<file path="config.mk">
export PLATFORM = sky130hd
export DESIGN_NAME = nco_phase_gen
export DESIGN_NICKNAME = d
export VERILOG_FILES = /design/src/rtl/nco_phase_gen_pkg.sv /design/src/rtl/nco_phase_gen_phase_acc.sv /design/src/rtl/nco_phase_gen.sv
export SDC_FILE = /design/constraint.sdc
export NUM_CORES = 1
export LEC_CHECK = 0
export CAP_MARGIN = 15
export CORE_MARGIN = 2
export CORE_UTILIZATION = 35
export CTS_BUF_LIST = sky130_fd_sc_hd__clkbuf_8
export DETAILED_ROUTE_END_ITERATION = 12
export PLACE_DENSITY = 0.55
export REMOVE_ABC_BUFFERS = 1
export SLEW_MARGIN = 20
export SYNTH_ARGS = -nofsm -noshare
export SYNTH_HDL_FRONTEND = slang
export SYNTH_SLANG_ARGS = --single-unit
</file>
<file path="constraint.sdc">
create_clock -name clk -period 12.3 [get_ports clk]
set_clock_uncertainty 0.15 [all_clocks]
set_input_delay 2.46 -clock clk [delete_from_list [all_inputs] [get_ports clk]]
set_output_delay 2.46 -clock clk [all_outputs]
set_load 0.02 [all_outputs]
</file>
<file path="src/rtl/nco_phase_gen_pkg.sv">
// Shared definitions for the NCO phase generator and the sine-LUT it drives:
// FSM state encodings and default datapath widths.
package nco_phase_gen_pkg;

  localparam int DEFAULT_PHASE_WIDTH = 24;
  localparam int DEFAULT_ADDR_WIDTH  = 10;
  localparam int DEFAULT_LEN_WIDTH   = 16;

  typedef enum logic {
    ST_IDLE = 1'b0,
    ST_RUN  = 1'b1
  } state_t;

endpackage

</file>
<file path="src/rtl/nco_phase_gen_phase_acc.sv">
// Registered modular phase accumulator with parallel load; exposes only the
// top OUT_WIDTH bits, which is all the LUT address path needs.
module phase_acc #(
  parameter int PHASE_WIDTH = 24,
  parameter int OUT_WIDTH   = 10
) (
  input  logic                   clk,
  input  logic                   rst,
  input  logic                   load,
  input  logic [PHASE_WIDTH-1:0] load_val,
  input  logic                   en,
  input  logic [PHASE_WIDTH-1:0] inc,
  output logic [OUT_WIDTH-1:0]   phase_msb
);

  logic [PHASE_WIDTH-1:0] acc_reg;

  // Overflow of the add is the intended modular wrap.
  always_ff @(posedge clk) begin
    if (rst) begin
      acc_reg <= '0;
    end else if (load) begin
      acc_reg <= load_val;
    end else if (en) begin
      acc_reg <= acc_reg + inc;
    end
  end

  assign phase_msb = acc_reg[PHASE_WIDTH-1 -: OUT_WIDTH];

endmodule

</file>
<file path="src/rtl/nco_phase_gen.sv">
// Pulsed NCO: emits pulse_len consecutive sine-LUT read addresses taken from a
// phase accumulator, with phase-continuous tuning word updates and abort.
module nco_phase_gen
  import nco_phase_gen_pkg::*;
#(
  parameter int PHASE_WIDTH = DEFAULT_PHASE_WIDTH,
  parameter int ADDR_WIDTH  = DEFAULT_ADDR_WIDTH,
  parameter int LEN_WIDTH   = DEFAULT_LEN_WIDTH
) (
  input  logic                   clk,
  input  logic                   rst,
  input  logic                   cfg_we,
  input  logic [PHASE_WIDTH-1:0] cfg_ftw,
  input  logic [PHASE_WIDTH-1:0] cfg_poff,
  input  logic                   start,
  input  logic [LEN_WIDTH-1:0]   pulse_len,
  input  logic                   abort,
  output logic [ADDR_WIDTH-1:0]  rd_addr,
  output logic                   rd_valid,
  output logic                   busy,
  output logic                   done
);

  state_t                 state_reg, state_next;
  logic [PHASE_WIDTH-1:0] ftw_reg;
  logic [PHASE_WIDTH-1:0] ftw_eff;
  logic [LEN_WIDTH-1:0]   cnt_reg, cnt_next;
  logic [ADDR_WIDTH-1:0]  rd_addr_reg, rd_addr_next;
  logic                   rd_valid_reg, rd_valid_next;
  logic                   done_reg, done_next;
  logic                   done_pend_reg, done_pend_next;
  logic                   acc_load, acc_en;
  logic [ADDR_WIDTH-1:0]  acc_msb;

  // A write in the same cycle as an accumulation takes effect immediately,
  // so the frequency change lands on the very next phase step.
  assign ftw_eff = cfg_we ? cfg_ftw : ftw_reg;

  always_ff @(posedge clk) begin
    if (rst) begin
      ftw_reg <= '0;
    end else if (cfg_we) begin
      ftw_reg <= cfg_ftw;
    end
  end

  phase_acc #(
    .PHASE_WIDTH(PHASE_WIDTH),
    .OUT_WIDTH  (ADDR_WIDTH)
  ) u_phase_acc (
    .clk      (clk),
    .rst      (rst),
    .load     (acc_load),
    .load_val (cfg_poff),
    .en       (acc_en),
    .inc      (ftw_eff),
    .phase_msb(acc_msb)
  );

  always_ff @(posedge clk) begin
    if (rst) begin
      state_reg     <= ST_IDLE;
      cnt_reg       <= '0;
      rd_addr_reg   <= '0;
      rd_valid_reg  <= 1'b0;
      done_reg      <= 1'b0;
      done_pend_reg <= 1'b0;
    end else begin
      state_reg     <= state_next;
      cnt_reg       <= cnt_next;
      rd_addr_reg   <= rd_addr_next;
      rd_valid_reg  <= rd_valid_next;
      done_reg      <= done_next;
      done_pend_reg <= done_pend_next;
    end
  end

  // done is delayed one cycle behind the last sample so it lines up with the
  // first cycle where rd_valid has dropped.
  always_comb begin
    state_next     = state_reg;
    cnt_next       = cnt_reg;
    rd_addr_next   = rd_addr_reg;
    rd_valid_next  = 1'b0;
    done_next      = done_pend_reg;
    done_pend_next = 1'b0;
    acc_load       = 1'b0;
    acc_en         = 1'b0;
    case (state_reg)
      ST_IDLE: begin
        if (start) begin
          if (pulse_len != '0) begin
            acc_load   = 1'b1;
            cnt_next   = pulse_len;
            state_next = ST_RUN;
          end else begin
            done_next = 1'b1;
          end
        end
      end
      ST_RUN: begin
        if (abort) begin
          state_next = ST_IDLE;
        end else begin
          rd_addr_next  = acc_msb;
          rd_valid_next = 1'b1;
          acc_en        = 1'b1;
          cnt_next      = cnt_reg - LEN_WIDTH'(1);
          if (cnt_reg == LEN_WIDTH'(1)) begin
            state_next     = ST_IDLE;
            done_pend_next = 1'b1;
          end
        end
      end
      default: state_next = ST_IDLE;
    endcase
  end

  assign rd_addr  = rd_addr_reg;
  assign rd_valid = rd_valid_reg;
  assign busy     = (state_reg == ST_RUN);
  assign done     = done_reg;

endmodule

</file>
**After elaboration in Yosys (flattened, before gate mapping)**

Cells that the tools add are included.

- Register bits: 78
- Logic and storage cells: 40
- Input bits: 69
- Output and inout bits: 13

- Eq/ne operators: 4
- Add/subtract/negate cells: 2
- Bitwise operators: 2
- Reduce and logical (&&, ||, !) cells: 5
- Multiplexer cells: 19

Operators by type and width:

| cell | count |
|---|---|
| 24-bit two-way mux | 3 |
| 16-bit two-way mux | 3 |
| 16-bit case mux with 2 select lines | 1 |
| 24-bit adder | 1 |
| 16-bit by 1-bit equality test with 1-bit output (second input constant) | 1 |
| 16-bit nonzero test | 1 |
| 16-bit by 1-bit subtractor with 16-bit output (second input constant) | 1 |
| 1-bit two-way mux | 11 |
| 2-bit inequality test (second input constant) | 3 |
| 3-bit AND reduction | 1 |
| 3-bit OR reduction | 1 |
| 1-bit NOT | 2 |
| 1-bit case mux with 2 select lines | 1 |
| 2-bit AND reduction | 1 |
| 2-bit nonzero test | 1 |

**Longest topological paths before layout**

Gate-level depths: netlist of the first run.

- Depth in word-level cells: 5
- Mapped depth: 14
- Mapped depth without buffers: 12

**Hierarchy**

From an unflattened synthesis of the first run, not the netlist that was laid out.

- Cells, all modules: 628
- Area, all modules: 5,003.5 um^2

Modules (own cells, without submodules):

| module | area an instance (um^2) | seq. area each (um^2) | times used | cells an instance |
|---|---|---|---|---|
| nco_phase_gen | 2,503.7 | 1,081.0 | 1 | 285 |
| phase_acc | 2,499.9 | 480.5 | 1 | 343 |

**Worst setup path after synthesis of the first run**

OpenSTA, ideal clock, no wires.

- Kind: in2reg
- Start: in cfg_we
- End: reg u_phase_acc.acc_reg[17]
- Data arrival time: 5,278 ps
- Setup slack: 6,740 ps
- Required time: 12,018 ps
- Stages: 13
- Buffers on the path: 2
- Library setup time: 132 ps
- Path through: clkbuf_1 -> buf_1 -> mux2i_1 -> inv_1 -> ha_1 -> a21oi_2 -> nor2_1 -> o41ai_2 -> a31oi_2 -> a41o_1 -> a311o_1 -> a21oi_1 -> nor3_1

- Cells in the longest elaborated chain, start to end: 4

RTL lines:

| element | line | text |
|---|---|---|
| from (decl) | nco_phase_gen.sv:12 | `input logic cfg_we,` |
| 24-bit two-way mux | -- |  |
| via ftw_eff[1] | nco_phase_gen.sv:26 | `logic [PHASE_WIDTH-1:0] ftw_eff;` |
| 24-bit adder | nco_phase_gen_phase_acc.sv:25 | `acc_reg <= acc_reg + inc;` |
| 24-bit two-way mux | nco_phase_gen_phase_acc.sv:24 | `end else if (en) begin` |
| 24-bit two-way mux | nco_phase_gen_phase_acc.sv:22 | `end else if (load) begin` |
| to (signal assigned) | nco_phase_gen_phase_acc.sv:23 | `acc_reg <= load_val;` |
| to (signal assigned) | nco_phase_gen_phase_acc.sv:25 |  |
| to (decl) | nco_phase_gen_phase_acc.sv:16 | `logic [PHASE_WIDTH-1:0] acc_reg;` |

The timed path passes the listed nets, and every way through them passes these cells. The select of a mux whose other input is x is not followed.
A chain may end at the register's enable or synchronous reset.

**Final worst setup path of the first run**

- Start: in pulse_len[3]
- End: reg cnt_reg[10]

- Cells in the longest elaborated chain, start to end: 3

RTL lines:

| element | line | text |
|---|---|---|
| from (decl) | nco_phase_gen.sv:16 | `input logic [LEN_WIDTH-1:0] pulse_len,` |
| 16-bit nonzero test | nco_phase_gen.sv:92 | `if (pulse_len != '0) begin` |
| 2-bit inequality test (no source line) | -- |  |
| 3-bit AND reduction (no source line) | -- |  |
| to (signal assigned) | nco_phase_gen.sv:70 | `cnt_reg <= cnt_next;` |
| to (decl) | nco_phase_gen.sv:27 | `logic [LEN_WIDTH-1:0] cnt_reg, cnt_next;` |

No other way between the ends.

==> impl_metrics.tcl, run 1 <==
set metrics [dict create \
    die_area_um2 13800 \
    seq_area_frac_synth_pct 34.6 \
    clock-root-buffer "clkbuf_8" \
    final_core_util_pct 45.2 \
    hold_viol 0 \
    grt_pass1_vias 4101 \
    vias 4177 \
    crit_type "in2reg" \
    crit_path_top_delay_cell "nand2_1" \
    grt_overflow 0 \
    antenna_found_initial 0 \
    cts_tree "yes" \
    synth_edf_count 0 \
    layout_common_cells "clkdlybuf4s50_1 (80), dfxtp_1 (78), nand2_1 (60)" \
    h-tree-depth 3 \
    reg2reg_depth 7 \
    wire_per_inst_um 15.4 \
    drv_slew 0 \
    stdcell_area_um2 5710 \
    power_mw 0.719 \
    place_congestion 0.834 \
    synth_cell_types 56 \
    max_freq_mhz 172 \
    ys_warn_count 0 \
    via_per_inst 5.29 \
    cts_hold_buf 0 \
    syn_avg_cell_area_um2 8.20 \
    clock_latency_ns 0.37 \
    register_area_um2 1560 \
    max-vdd-ir-drop_mv 0.0663 \
    cts_setup_buffers 0 \
    dp.cells 773 \
    grt_setup_unrepaired "false" \
    relSlewSlack_pct 30.1 \
    period_needed_ns 5.81 \
    antenna_left 0 \
    report.final.setup_viol 0 \
    firstDrtPassIters 4 \
    clock_path_buffers 2 \
    critical_path.cell_chain "clkdlybuf4s50_1 -> nor4_1 -> and4_1 -> nand3b_1 -> nand2_1 -> buf_4 -> a21oi_1 -> a211oi_1" \
    cp-end-kind "flip-flop" \
    nets 707 \
    multiInputGateArea_um2 2770 \
    status "finished, final reports clean" \
    grt_max_degree 79 \
    hp-class "reg2reg" \
    drc 0 \
    ys_seq_elements 78 \
    placed_area_um2 5450 \
    start_util_pct 35.8 \
    post_cts_resized 0 \
    path_clk_slew_ns 0.08 \
    design.core.area_um2 12600 \
    cts-buffers-inserted 9 \
    worstMarginPinSlew_ns 1.05 \
    antenna_cells 0 \
    die_x_um 118 \
    die_h_um 118 \
    io_buffers 81 \
    crit_fanout 25 \
    drtIter0Drc 288 \
    synth_top_flop_cell "dfxtp_1" \
    cts_sinks 78 \
    cpPeakStageDelay_ns 0.79 \
    p_leak_nw 2.22 \
    synth.cell_area_um2 4520 \
    final_cells 789 \
    hpwl_um 8350 \
    async_flop_share_pct 0 \
    routed_wl_um 12100 \
    crit_arrival_ns 5.87 \
    cp.required_ns 12.37 \
    grt_usage_pct 18.2 \
    area_growth_pct 26.3 \
    layout.cells.most_common "clkdlybuf4s50_1" \
    finalCritPeriodShare_pct 47.2 \
    layout-drive-gt1-share_pct 8.75 \
    maxCapViolCount 0 \
    grt_first_pass_wirelength_um 20500 \
    whs_path_depth 2 \
    nFillCells 1302 \
    p_per_area_nw_per_um2 126 \
    synthCells 551 \
    rows 41 \
    tns_ns 0 \
    ios 82 \
    start_kind "primary input" \
]
-- layer usage --
metal / up-vias / track usage (%) / part of all wire, %
li1: 2133 / - / -
met1: 1932 / 24.8 / 48
met2: 96 / 28.4 / 46
met3: 16 / 2.86 / 4.2
met4: 0 / 7.83 / 2.0
met5: - / 0 / 0
-- where the power goes --
group | switching, mW | internal (mW) | leakage [nW]
clock | 0.100 | 0.155 | 0.135
sequential | 0.0118 | 0.271 | 0.643
combinational | 0.0987 | 0.0829 | 1.44
total | 0.211 | 0.508 | 2.22
-- layout make-up --
cell class / instances / area share, %
multi-input cells: 424 / 48.6
flip-flops and latches: 78 / 27.4
repair buffers: 87 / 14.9
well taps: 172 / 3.77
clock inverters: 7 / 2.41
clock buffers: 9 / 2.17
inverters: 12 / 0.789
-- synthesized netlist by cell type, types with 3 or more instances --
library cell  count  share of area [%]
buf_1             4               0.33
or3_1             3               0.42
nor2_1           46                3.8
nor2b_1          29                4.0
inv_1            11               0.91
o21ai_0          26                2.9
nor4_1            8                1.1
o221ai_1          3               0.58
a22oi_1           7                1.2
mux2_2           23                5.7
nand3_1          12                1.3
a21o_1            8                1.3
dfxtp_1          78                 35
a21oi_1          47                5.2
a221oi_1          3               0.58
o2bb2ai_1         3               0.58
ha_1             25                6.9
and3_1            6               0.83
xor2_1           10                1.9
a2111oi_0         4               0.78
a211oi_1         19                3.2
o22ai_1          15                2.1
a31oi_1           8                1.1
nand2_1          60                5.0
nand4_1           7               0.97
clkbuf_1         31                2.6
xnor2_1           7                1.4
nor3_1           11                1.2
mux2i_1           4               0.89
-- cells by family after synthesis --
| group | Yosys count | share of synthesized area, % |
|---|---|---|
| AO/OA/AOI/OAI | 162 | 23.3 |
| AND/OR/NAND/NOR | 192 | 20.8 |
| multiplexers | 27 | 6.62 |
| buffers and inverters | 49 | 4.12 |
| XOR/XNOR | 17 | 3.29 |
| flip-flops | 78 | 34.6 |
| adder cells (fa/ha/maj) | 26 | 7.36 |
-- stage by stage --
stage	hold WS, ns	setup WS, ns
floorplan	0.263	7.39
global placement	0.295	6.10
detailed placement	0.297	6.08
CTS	0.310	6.49
global route	0.334	6.21
finish	0.305	6.49
-- final timing paths --
| kind | from | slack [ns] | endpoint |
|---|---|---|---|
| setup reg to reg | busy | 8.40 | cnt_reg[10] |
| hold / removal | rd_addr[9] | 0.31 | rd_addr[9] |
| hold reg to reg | rd_addr[9] | 0.31 | rd_addr[9] |
| setup / recovery | pulse_len[3] | 6.49 | cnt_reg[10] |
-- worst max-delay path, delay by kind of cell --
kind	cells	cell delay (ns)
buf+inv	2	0.88
simple gates	4	2.29
compound gates	2	0.24
Power figures use the tool's default switching activity.
==> inputs of run 2 (changes only) <==
--- a/config.mk
+++ b/config.mk
@@ -10,7 +10,7 @@
 export CORE_UTILIZATION = 35
 export CTS_BUF_LIST = sky130_fd_sc_hd__clkbuf_8
 export DETAILED_ROUTE_END_ITERATION = 12
-export PLACE_DENSITY = 0.55
+export PLACE_DENSITY = 0.57
 export REMOVE_ABC_BUFFERS = 1
 export SLEW_MARGIN = 20
 export SYNTH_ARGS = -nofsm -noshare
==> constraint.sdc (replaced) <==
create_clock -name clk -period 4.85 [get_ports clk]
set_clock_uncertainty 0.15 [all_clocks]
set_input_delay 0.97 -clock clk [delete_from_list [all_inputs] [get_ports clk]]
set_output_delay 0.97 -clock clk [all_outputs]
set_load 0.02 [all_outputs]
==> run 2 against run 1 <==
Net effect:
- register-to-register slack lost 6.5 ns
- sequential power grew to 2.5 times the previous value
- sequential share of layout area grew 0.43 points
- design area shrank 1.5%
- setup slack lost 5.8 ns
- global-route usage grew 0.16 points
- clock power grew 74%
- non-clock buffer count grew 1
- power grew 130%
- critical path type unchanged
==> impl_metrics.tcl, run 2 (synthesis results as in run 1) <==
set metrics [dict create \
    status "finished, final reports clean" \
    hpwl_um 8720 \
    max-vdd-ir-drop_mv 0.109 \
    cts_setup_buffers 0 \
    post_cts_resized 0 \
    layout-drive-gt1-share_pct 8.90 \
    nets 708 \
    cp-end-kind "flip-flop" \
    antenna_cells 0 \
    maxCapViolCount 0 \
    layout_setup_ws_ns 0.705 \
    cp.required_ns 4.98 \
    power_mw 1.62 \
    crit_type "in2reg" \
    path_clk_slew_ns 0.08 \
    routed_wl_um 12300 \
    cts_hold_buf 0 \
    via_per_inst 5.32 \
    h-tree-depth 3 \
    cts-buffers-inserted 9 \
    crit_arrival_ns 4.28 \
    layout.cells.most_common "clkdlybuf4s50_1" \
    clock_latency_ns 0.37 \
    hold_viol 0 \
    p_per_area_nw_per_um2 289 \
    die_h_um 118 \
    final_core_util_pct 44.5 \
    p_leak_nw 2.17 \
    firstDrtPassIters 4 \
    grt_usage_pct 18.3 \
    grt_max_degree 42 \
    start_util_pct 35.8 \
    cts_tree "yes" \
    antenna_found_initial 0 \
    drv_slew 0 \
    clock-root-buffer "clkbuf_8" \
    max_freq_mhz 241 \
    period_needed_ns 4.15 \
    clock_path_buffers 2 \
    io_buffers 81 \
    layout_common_cells "clkdlybuf4s50_1 (80), dfxtp_1 (78), nand2_1 (60)" \
    vias 4201 \
    grt_setup_unrepaired "false" \
    finalCritPeriodShare_pct 85.5 \
    relSlewSlack_pct 44.4 \
    antenna_left 0 \
    drtIter0Drc 255 \
    drc 0 \
    tns_ns 0 \
    grt_first_pass_wirelength_um 20900 \
    dp_slack_ns 0.357 \
    ios 82 \
    cts_sinks 78 \
    worstMarginPinSlew_ns 0.833 \
    crit_fanout 17 \
    design.core.area_um2 12600 \
    start_kind "primary input" \
    rows 41 \
    report.final.setup_viol 0 \
    hp-class "reg2reg" \
    die_x_um 118 \
    wire_per_inst_um 15.6 \
    place_congestion 0.828 \
    grt_overflow 0 \
    grt_pass1_vias 4250 \
    area_growth_pct 24.4 \
    die_area_um2 13800 \
]
[run 2: cell types whose count changed in the layout (fill, tap and decap cells not counted), sizes merged]
cell / before / now
bufinv: 4 / 0
clkinv: 3 / 5
clkinvlp: 0 / 2
buf: 7 / 8
[run 2: final cells by class]
class / count / area, um2
clock inverters: 7 / 42.5
flip-flops and latches: 78 / 1560
clock buffers: 9 / 124
multi-input cells: 424 / 2770
well taps: 172 / 215
inverters: 12 / 45.0
repair buffers: 88 / 858
fillers: 1304 / 7000
[run 2: critical path: stages]
cell and delay, ns:
clkdlybuf4s50_1 0.71, buf_4 0.33, mux2_2 0.38, ha_1 0.40, a21oi_1 0.23, o21bai_1 0.09, a211o_1 0.31, a211oi_1 0.25
nor2_1 0.10, nor2_1 0.13, o311ai_0 0.15, a211oi_1 0.21
[run 2: metal layers]
metal | track usage [%] | up-vias | wire (um)
met4 | 5.72 | 0 | 182
met1 | 24.2 | 1974 | 6020
li1 | - | 2133 | -
met3 | 3.44 | 14 | 395
met5 | 0 | - | 0
met2 | 30.2 | 80 | 5740
[run 2: worst paths after layout]
| kind | from | to | slack [ns] | cells after the start |
|---|---|---|---|---|
| min | rd_addr[3] | rd_addr[3] | 0.31 | 2 |
| max reg2reg | ftw_reg[0] | u_phase_acc.acc_reg[20] | 1.87 | 12 |
| max | cfg_we | u_phase_acc.acc_reg[23] | 0.70 | 12 |
| min reg2reg | rd_addr[3] | rd_addr[3] | 0.31 | 2 |
[run 2: power by group]
part / internal [mW] / switching (mW) / leakage, nW
Combinational: 0.211 / 0.252 / 1.44
Clock: 0.182 / 0.261 / 0.0862
Sequential: 0.687 / 0.0313 / 0.643
[run 2: through the flow]
step | instances | hold WS (ns) | area [um2]
final | 790 | 0.306 | 5620
after global routing | 790 | 0.323 | 5620
after detailed placement | 774 | 0.297 | 5450
after CTS | 790 | 0.309 | 5620
after global placement | 774 | 0.293 | 5450
after floorplan | 514 | 0.263 | 4380
==> inputs of run 3 (changes only) <==
--- a/config.mk
+++ b/config.mk
@@ -9,7 +9,9 @@
 export CORE_MARGIN = 2
 export CORE_UTILIZATION = 35
 export CTS_BUF_LIST = sky130_fd_sc_hd__clkbuf_8
+export CTS_CLUSTER_DIAMETER = 50
 export DETAILED_ROUTE_END_ITERATION = 12
+export GPL_ROUTABILITY_DRIVEN = 0
 export PLACE_DENSITY = 0.57
 export REMOVE_ABC_BUFFERS = 1
 export SLEW_MARGIN = 20
==> results of run 3 <==
No change in the layout: final DEF, timing and power equal those of run 2.
